===== src/rtl/lcd_timing_generator.sv =====
// lcd_timing_generator
// Produces the RGB-LCD raster (pixel clock, syncs, data enable) and the
// active-region pixel coordinates for the character-cell pixel generator.
//
// Ports:
//   clk         in   1  system clock, shared with the pixel generator
//   rst         in   1  asynchronous, active-high reset
//   pos_x       out 10  active column, 0 outside the horizontal active region
//   pos_y       out  9  active line, 0 outside the vertical active region
//   lcd_dclk    out  1  panel pixel clock, panel samples on its rising edge
//   lcd_hsync   out  1  active-low horizontal sync
//   lcd_vsync   out  1  active-low vertical sync
//   lcd_de      out  1  data enable (horizontally and vertically active)
//   frame_start out  1  one-clk pulse when the raster enters (h=0, v=0)
//
// Every output is a flop loaded from the *next* counter values, so each output
// moves on the same clk edge as the counter it is derived from. lcd_dclk falls
// on the edge where div_cnt returns to 0 (the same edge pos_x/pos_y move) and
// rises CLK_DIV/2 clks later, leaving the downstream PIPE_LAT-clk pipeline time
// to settle before the panel samples.
module lcd_timing_generator #(
`ifdef SIM
    parameter int H_ACTIVE = 64,
    parameter int H_FP     = 2,
    parameter int H_SYNC   = 2,
    parameter int H_BP     = 2,
    parameter int V_ACTIVE = 32,
    parameter int V_FP     = 2,
    parameter int V_SYNC   = 2,
    parameter int V_BP     = 2,
`else
    parameter int H_ACTIVE = 480,
    parameter int H_FP     = 2,
    parameter int H_SYNC   = 41,
    parameter int H_BP     = 2,
    parameter int V_ACTIVE = 272,
    parameter int V_FP     = 2,
    parameter int V_SYNC   = 10,
    parameter int V_BP     = 2,
`endif
    parameter int CLK_DIV  = 10,
    parameter int PIPE_LAT = 4
) (
    input  logic       clk,
    input  logic       rst,
    output logic [9:0] pos_x,
    output logic [8:0] pos_y,
    output logic       lcd_dclk,
    output logic       lcd_hsync,
    output logic       lcd_vsync,
    output logic       lcd_de,
    output logic       frame_start
);

    localparam int H_TOTAL = H_ACTIVE + H_FP + H_SYNC + H_BP;
    localparam int V_TOTAL = V_ACTIVE + V_FP + V_SYNC + V_BP;
    localparam int DW      = $clog2(CLK_DIV);

    localparam logic [DW-1:0] DIV_LAST = DW'(CLK_DIV - 1);
    localparam logic [DW-1:0] DIV_HALF = DW'(CLK_DIV / 2);
    localparam logic [DW-1:0] DIV_ONE  = DW'(1);

    localparam logic [9:0] H_LAST     = 10'(H_TOTAL - 1);
    localparam logic [9:0] H_ACT_END  = 10'(H_ACTIVE);
    localparam logic [9:0] HS_START   = 10'(H_ACTIVE + H_FP);
    localparam logic [9:0] HS_END     = 10'(H_ACTIVE + H_FP + H_SYNC);
    localparam logic [8:0] V_LAST     = 9'(V_TOTAL - 1);
    localparam logic [8:0] V_ACT_END  = 9'(V_ACTIVE);
    localparam logic [8:0] VS_START   = 9'(V_ACTIVE + V_FP);
    localparam logic [8:0] VS_END     = 9'(V_ACTIVE + V_FP + V_SYNC);

    // Reject parameter sets the counters or the pixel pipeline cannot support.
    generate
        if ((CLK_DIV % 2 != 0) || (CLK_DIV / 2 <= PIPE_LAT) ||
            (H_TOTAL > 1024) || (V_TOTAL > 512)) begin : g_bad_cfg
            $error("lcd_timing_generator: illegal timing parameters");
        end
    endgenerate

    logic [DW-1:0] div_cnt_q, div_cnt_d;
    logic [9:0]    h_cnt_q, h_cnt_d;
    logic [8:0]    v_cnt_q, v_cnt_d;
    logic [9:0]    pos_x_q, pos_x_d;
    logic [8:0]    pos_y_q, pos_y_d;
    logic          dclk_q, dclk_d;
    logic          hsync_q, hsync_d;
    logic          vsync_q, vsync_d;
    logic          de_q, de_d;
    logic          frame_start_q, frame_start_d;
    logic          div_wrap_s, h_wrap_s, v_wrap_s;
    logic          h_act_s, v_act_s;

    // Next counter values and the outputs derived from them.
    always_comb begin
        div_cnt_d     = div_cnt_q;
        h_cnt_d       = h_cnt_q;
        v_cnt_d       = v_cnt_q;
        div_wrap_s    = (div_cnt_q == DIV_LAST);
        h_wrap_s      = div_wrap_s && (h_cnt_q == H_LAST);
        v_wrap_s      = h_wrap_s && (v_cnt_q == V_LAST);

        if (div_wrap_s) begin
            div_cnt_d = '0;
        end else begin
            div_cnt_d = div_cnt_q + DIV_ONE;
        end

        if (h_wrap_s) begin
            h_cnt_d = '0;
        end else if (div_wrap_s) begin
            h_cnt_d = h_cnt_q + 10'd1;
        end else begin
            h_cnt_d = h_cnt_q;
        end

        if (v_wrap_s) begin
            v_cnt_d = '0;
        end else if (h_wrap_s) begin
            v_cnt_d = v_cnt_q + 9'd1;
        end else begin
            v_cnt_d = v_cnt_q;
        end

        h_act_s       = (h_cnt_d < H_ACT_END);
        v_act_s       = (v_cnt_d < V_ACT_END);
        pos_x_d       = h_act_s ? h_cnt_d : 10'd0;
        pos_y_d       = v_act_s ? v_cnt_d : 9'd0;
        de_d          = h_act_s && v_act_s;
        hsync_d       = !((h_cnt_d >= HS_START) && (h_cnt_d < HS_END));
        vsync_d       = !((v_cnt_d >= VS_START) && (v_cnt_d < VS_END));
        dclk_d        = (div_cnt_d >= DIV_HALF);
        frame_start_d = v_wrap_s;
    end

    // Counter and output registers; reset parks the counters on their last
    // value so the first edge after release enters (0,0) with frame_start.
    always_ff @(posedge clk or posedge rst) begin
        if (rst) begin
            div_cnt_q     <= DIV_LAST;
            h_cnt_q       <= H_LAST;
            v_cnt_q       <= V_LAST;
            pos_x_q       <= 10'd0;
            pos_y_q       <= 9'd0;
            dclk_q        <= 1'b1;
            hsync_q       <= 1'b1;
            vsync_q       <= 1'b1;
            de_q          <= 1'b0;
            frame_start_q <= 1'b0;
        end else begin
            div_cnt_q     <= div_cnt_d;
            h_cnt_q       <= h_cnt_d;
            v_cnt_q       <= v_cnt_d;
            pos_x_q       <= pos_x_d;
            pos_y_q       <= pos_y_d;
            dclk_q        <= dclk_d;
            hsync_q       <= hsync_d;
            vsync_q       <= vsync_d;
            de_q          <= de_d;
            frame_start_q <= frame_start_d;
        end
    end

    assign pos_x       = pos_x_q;
    assign pos_y       = pos_y_q;
    assign lcd_dclk    = dclk_q;
    assign lcd_hsync   = hsync_q;
    assign lcd_vsync   = vsync_q;
    assign lcd_de      = de_q;
    assign frame_start = frame_start_q;

endmodule

===== config.mk =====
export PLATFORM = sky130hd
export DESIGN_NAME = lcd_timing_generator
export DESIGN_NICKNAME = d
export VERILOG_FILES = /design/src/rtl/lcd_timing_generator.sv
export SDC_FILE = /design/constraint.sdc
export NUM_CORES = 1
export LEC_CHECK = 0
export CAP_MARGIN = 5
export CORE_MARGIN = 2
export CORE_UTILIZATION = 56
export CTS_CLUSTER_SIZE = 12
export DETAILED_ROUTE_END_ITERATION = 8
export HOLD_SLACK_MARGIN = 0.06
export PLACE_DENSITY = 0.89
export SLEW_MARGIN = 10
export SYNTH_ARGS = -nofsm -noshare
export SYNTH_HDL_FRONTEND = slang
export SYNTH_SLANG_ARGS = --single-unit

===== constraint.sdc =====
create_clock -name clk -period 3.2 [get_ports clk]
set_clock_uncertainty 0.15 [all_clocks]
set_input_delay 0.32 -clock clk [delete_from_list [all_inputs] [get_ports clk]]
set_output_delay 0.32 -clock clk [all_outputs]
set_load 0.01 [all_outputs]

==> results.md, run 1 <==
- First-pass GRT wire length: 7.27 mm
- Placer Congestion: roughly 0.92
- DRT Pass-1 Iters: 4
- Reg clk slew, reported paths: ~0.080 ns
- Hold endpoint: v_cnt_q[4]
- Maximum clock path buffer count: 2
- GRT Util Overall: between 20% and 30%
- Synth top area cells: dfrtp_1 36%, dfstp_2 14%, nor2_1 4.5%
- Core area: 4030 um^2
- Via count: roughly 1700
- Final hold slack: 0.373 ns
- Critical path launch point type: register
- H-tree lvl count: 2
- Final HPWL DP: 3.03 mm
- Worst hold path stage count: 2
- Net count reported at finish: 264
- Average wire per standard cell: 14.1 um
- Drt via density: 5.61
- Outcome: completed
- Post-cts resize count: 0
- Worst reg2reg endpoint: lcd_vsync
- Hold wc startpoint: v_cnt_q[4]
- Starting Density: 58.6%
- Routed Antenna Nets: 0
- Synth async-reset ratio: 100%
- Maxcap violations: 0
- Design Power: about 950 uW
- Worst vdd ir: 0.240 mV
- Final setup violation count: 0
- Final Max Slew Viols: 0
- Flop and latch count out of synthesis: 47
- Syn avg cell area: about 10 um^2
- Die H: a little under 70 um
- PwrDens: 350 nW/um^2
- Pre-CTS setup slack: 0.588 ns
- Worst R2R Start: h_cnt_q[0]
- Clk root buf: clkbuf_8
- Final period utilization: 83.7%
- Post-synth top cells: 34 x dfrtp_1, 28 x nor2_1, 16 x nand2_1
- Worst-margin pin slew: between 0.9 and 1 ns
- Final Hold Fails: 0
- Die area: between 4000 and 5000 um^2
- Worst skew pair latency: 0.30 ns
- Layout cells sized above 1: 13.7%
- Postcts setup bufs: 0
- Hold WC Path Type: register to register
- # diodes: 0
- Initial antenna violation count: 0
- Starting DRT DRC Count: 154
- RSZ-0062 raised after global routing: false
- Synthesized area: 2360 um^2
- Seq/Total Area, Yosys: 50.5%
- Clock sinks: 47
- Clock buffer count from CTS: 5
- Synth-to-layout area growth: 14.8%
- Port Buffers: 25
- Detailed-route DRC error count: 0
- Die Width: between 60 and 70 um
- Post-synth top area cell: dfrtp_1
- CTS Hold Bufs: 0
- CTS tree: done
- CP Capture Type: register
- CP max FO: 8
- EDFF count, synth: 0
- Number of I/O pins: 26
- Final setup margin: 0.521 ns
- Critical path class: register to register
- Reg2Reg Depth: 9
- Rel. slew slack: between 30% and 40%
- Syn nets: 237
- Lkg Pwr: between 0.001 and 0.0015 uW
- Area share of the largest cell type after synthesis: 36.0%
- Grt ovf: 0
- Post-Route WL: between 4 and 5 mm
- Synth Warn #: 0
- Critical Path AT: approximately 2.8 ns
- Vias in the first global route: roughly 1600
- Cell count after synthesis: 228
- Fmax achieved: 373 MHz
- Most numerous cell in the Yosys netlist: dfrtp_1
- R2R Setup Slk: ~0.52 ns
- Largest net degree at the start of global routing: 48
- Yosys cell types: 50
- Row cnt: 23
- Setup TNS: 0 ns
- Final min period: around 2.7 ns
- Top FF cell, synth: dfrtp_1
- Worst Path Required: 3.28 ns
==> sequential cells by signal, indices dropped and copies added, names as in the netlist <==
register	flops
h_cnt_q	10
div_cnt_q	4
pos_x	10
pos_y	9
lcd_de	1
lcd_hsync	1
lcd_vsync	1
v_cnt_q	9
frame_start	1
lcd_dclk	1
==> power by group <==
part	total, uW	switching [uW]	internal (uW)
logic	13.6	11.4	2.23
registers	595	0.223	595
clock network	340	191	150
total	949	202	747
==> cells by family (layout without fill, tap and decap cells) <==
logic type,Yosys count,count (layout),synth area share (%)
XOR/XNOR,15,15,5.56
other,1,1,0.159
adder cells (fa/ha/maj),7,7,3.71
AND/OR/NAND/NOR,95,95,21.9
flip-flops,47,47,50.5
multiplexers,2,2,1.06
AO/OA/AOI/OAI,40,40,12.0
buffers and inverters,21,49,5.03
==> worst max-delay path by stage <==
stage | from | to | slack [ns] | cells past startpoint
2_1_floorplan | div_cnt_q[0] | lcd_de | 0.77 | 9
3_3_place_gp | h_cnt_q[0] | lcd_vsync | 0.72 | 9
3_5_place_dp | h_cnt_q[0] | lcd_vsync | 0.59 | 9
4_1_cts | h_cnt_q[0] | lcd_vsync | 0.57 | 9
5_1_grt | h_cnt_q[0] | lcd_vsync | 0.33 | 9
6_report | h_cnt_q[0] | lcd_vsync | 0.52 | 9
==> layer usage <==
layer	routed length [um]	track usage [%]
met1	2010	27.9
met2	1950	31.9
met3	242	5.68
met4	102	10.8
met5	0	0
==> cell usage in the layout, fill, tap and decap left out, types with 3 or more instances in the layout <==
master	netlist	layout
dfstp_2	13	13
xor2_1	9	9
or3_1	3	3
xnor2_1	6	6
and2_1	4	4
nand3_1	9	9
ha_1	7	7
clkdlybuf4s50_1	0	25
nor2_1	28	28
o21ai_0	7	7
clkbuf_8	0	5
nor3_1	5	5
a31oi_1	4	4
clkinv_2	0	3
buf_4	0	3
nor2b_1	7	7
nand2_1	16	16
inv_1	13	12
a21oi_1	9	9
and3_1	7	7
dfrtp_1	34	34
==> critical path, stage by stage, from the launching register on <==
cell,delay (ns)
dfrtp_1,0.43
inv_1,0.09
ha_1,0.16
nor3b_1,0.35
and4b_1,0.41
buf_4,0.22
nand3_1,0.13
a21boi_1,0.26
nand2_1,0.12
a311o_1,0.29
==> final cells by class <==
cell class,instances,area [um^2]
clock buffer,5,68.8
clock inverter,3,15.0
fill,317,1320
inverter,13,48.8
multi-input combinational,160,1050
sequential,47,1190
tap,50,62.6
timing repair buffer,28,273
==> metrics by stage <==
step / instance area [um^2] / utilization (%) / std cells
3_5_place_dp: 2630 / 65.2 / 298
5_1_grt: 2710 / 67.3 / 306
6_report: 2710 / 67.3 / 306
3_3_place_gp: 2630 / 65.2 / 298
2_1_floorplan: 2360 / - / 228
4_1_cts: 2710 / 67.3 / 306
No activity file was read; power rests on OpenSTA's default activity.
==> inputs of run 2 (changes only) <==
- CORE_UTILIZATION: 56 -> 50
- PLACE_DENSITY: 0.89 -> 0.85
- clock period: 3.2 -> 2.4 ns (I/O delays scaled with it)
==> results.md, run 2 (synthesis results as in run 1) <==
- Reg2Reg Depth: 9
- Outcome: completed
- Worst R2R Start: div_cnt_q[1]
- RSZ-0062 raised after global routing: true
- Vias in the first global route: 1617
- Grt ovf: 0
- Reg clk slew, reported paths: 0.08 ns
- Fill cell count: around 340
- Slowest stage delay, CP: 0.39 ns
- Critical path's slowest cell: dfrtp_1
- Maximum clock path buffer count: 2
- Layout Utilization: approximately 67%
- Critical Path AT: 2.43 ns
- Detailed-route DRC error count: 0
- Worst skew pair latency: 0.29 ns
- Average wire per standard cell: 14.8 um
- Clk root buf: clkbuf_8
- Placer Congestion: 0.960
- Critical Path, Cell by Cell: inv_2, ha_4, and3b_1, and4b_2, buf_6, and3_4, a211oi_4, mux2_4, nor2_2
- Worst-margin pin slew: 0.505 ns
- Rel. slew slack: between 60% and 70%
- Final min period: 2.36 ns
- PwrDens: 444 nW/um^2
- Worst reg2reg endpoint: pos_y[7]
- Final Max Slew Viols: 0
- Initial antenna violation count: 0
- Die Width: 72.7 um
- CTS tree: done
- Final period utilization: 98.1%
- R2R Setup Slk: 0.04 ns
- Worst Path Required: 2.48 ns
- CP max FO: 7
- Routed Antenna Nets: 0
- First-pass GRT wire length: 7.62 mm
- # diodes: 0
- Critical path class: register to register
- Die H: 72.7 um
- Layout cells sized above 1: between 20% and 30%
- Maxcap violations: 0
- GRT Util Overall: 18.7%
- Port Buffers: 25
- Largest net degree at the start of global routing: 25
- Most frequent cells in the layout: 34 x dfrtp_1, 25 x clkdlybuf4s50_1, 23 x nor2_1
- Final HPWL DP: around 3.4 mm
- Via count: 1848
- Net count reported at finish: 285
- Design Power: 1320 uW
- Clock buffer count from CTS: 5
- Core area: 4440 um^2
- Drt via density: 5.62
- Final Hold Fails: 0
- Critical path launch point type: register
- H-tree lvl count: 2
- Die area: 5290 um^2
- Starting DRT DRC Count: around 130
- Synth-to-layout area growth: 26.2%
- DRT Pass-1 Iters: 4
- Post-Route WL: 4.88 mm
- CTS Hold Bufs: 0
- Final setup violation count: 0
- Starting Density: 53.1%
- Row cnt: 24
- Lkg Pwr: 0.00139 uW
- Final setup margin: 0.0444 ns
- Clock sinks: 47
- Number of I/O pins: 26
- Hold WC Path Type: input port to asynchronous set/reset pin
- Worst vdd ir: 0.322 mV
- Pre-CTS setup slack: -0.0787 ns
- CP Capture Type: register
- Fmax achieved: ~420 MHz
- Commonest non-fill, non-tap cell in the layout: dfrtp_1
-- run 2: worst max-delay path by stage --
stage / from / to / slack (ns) / depth (start not counted)
2_1_floorplan: div_cnt_q[0] / lcd_de / 0.03 / 9
3_3_place_gp: h_cnt_q[0] / lcd_de / -0.03 / 8
3_5_place_dp: h_cnt_q[1] / pos_y[7] / -0.08 / 8
4_1_cts: h_cnt_q[1] / pos_y[7] / 0.009 / 9
5_1_grt: div_cnt_q[1] / pos_y[7] / -0.03 / 9
6_report: div_cnt_q[1] / pos_y[7] / 0.04 / 9
-- run 2: report_power, final --
part / switching (uW) / internal [uW]
combinational: 15.9 / 6.23
clock: 245 / 263
sequential: 0.255 / 793
-- run 2: stage by stage --
stage	hold slack (ns)	area, um^2	TNS (ns)	std cells
2_1_floorplan	0.326	2360	0	228
3_3_place_gp	0.347	2760	-0.103	316
3_5_place_dp	0.350	2760	-0.448	316
4_1_cts	0.157	2870	0	324
5_1_grt	0.208	2980	-0.125	329
6_report	0.146	2980	0	329
-- run 2: what timing repair did --
action                                  CTS  global route
endpoints found under the setup margin    7            18
setup buffers                             0             5
resized for setup                         1            21
pin swaps                                 0             7
-- run 2: critical path: cells and delay by family, from the launching register on --
kind	cells	cell delay (ns)
AOI/OAI and AO/OA	1	0.24
and+or+nand+nor	4	0.73
buffers and inverters	2	0.21
adders and majority gates	1	0.16
DFF	1	0.39
muxes	1	0.39
-- run 2: layout make-up --
class	count	area [um^2]	share of cell area (%)
tap	52	65.1	2.18
inverter	13	48.8	1.64
clock buffer	8	100	3.36
timing repair buffer	49	447	15.0
sequential	47	1190	40.0
multi-input combinational	160	1130	37.8
-- run 2: layer usage --
layer  track usage [%]  vias up  routed length (um)
met4              5.76        0                  71
met2              29.3       57                2340
li1                  -      876                   -
met1              26.6      906                2230
met5                 0        -                   0
met3              3.18        9                 238
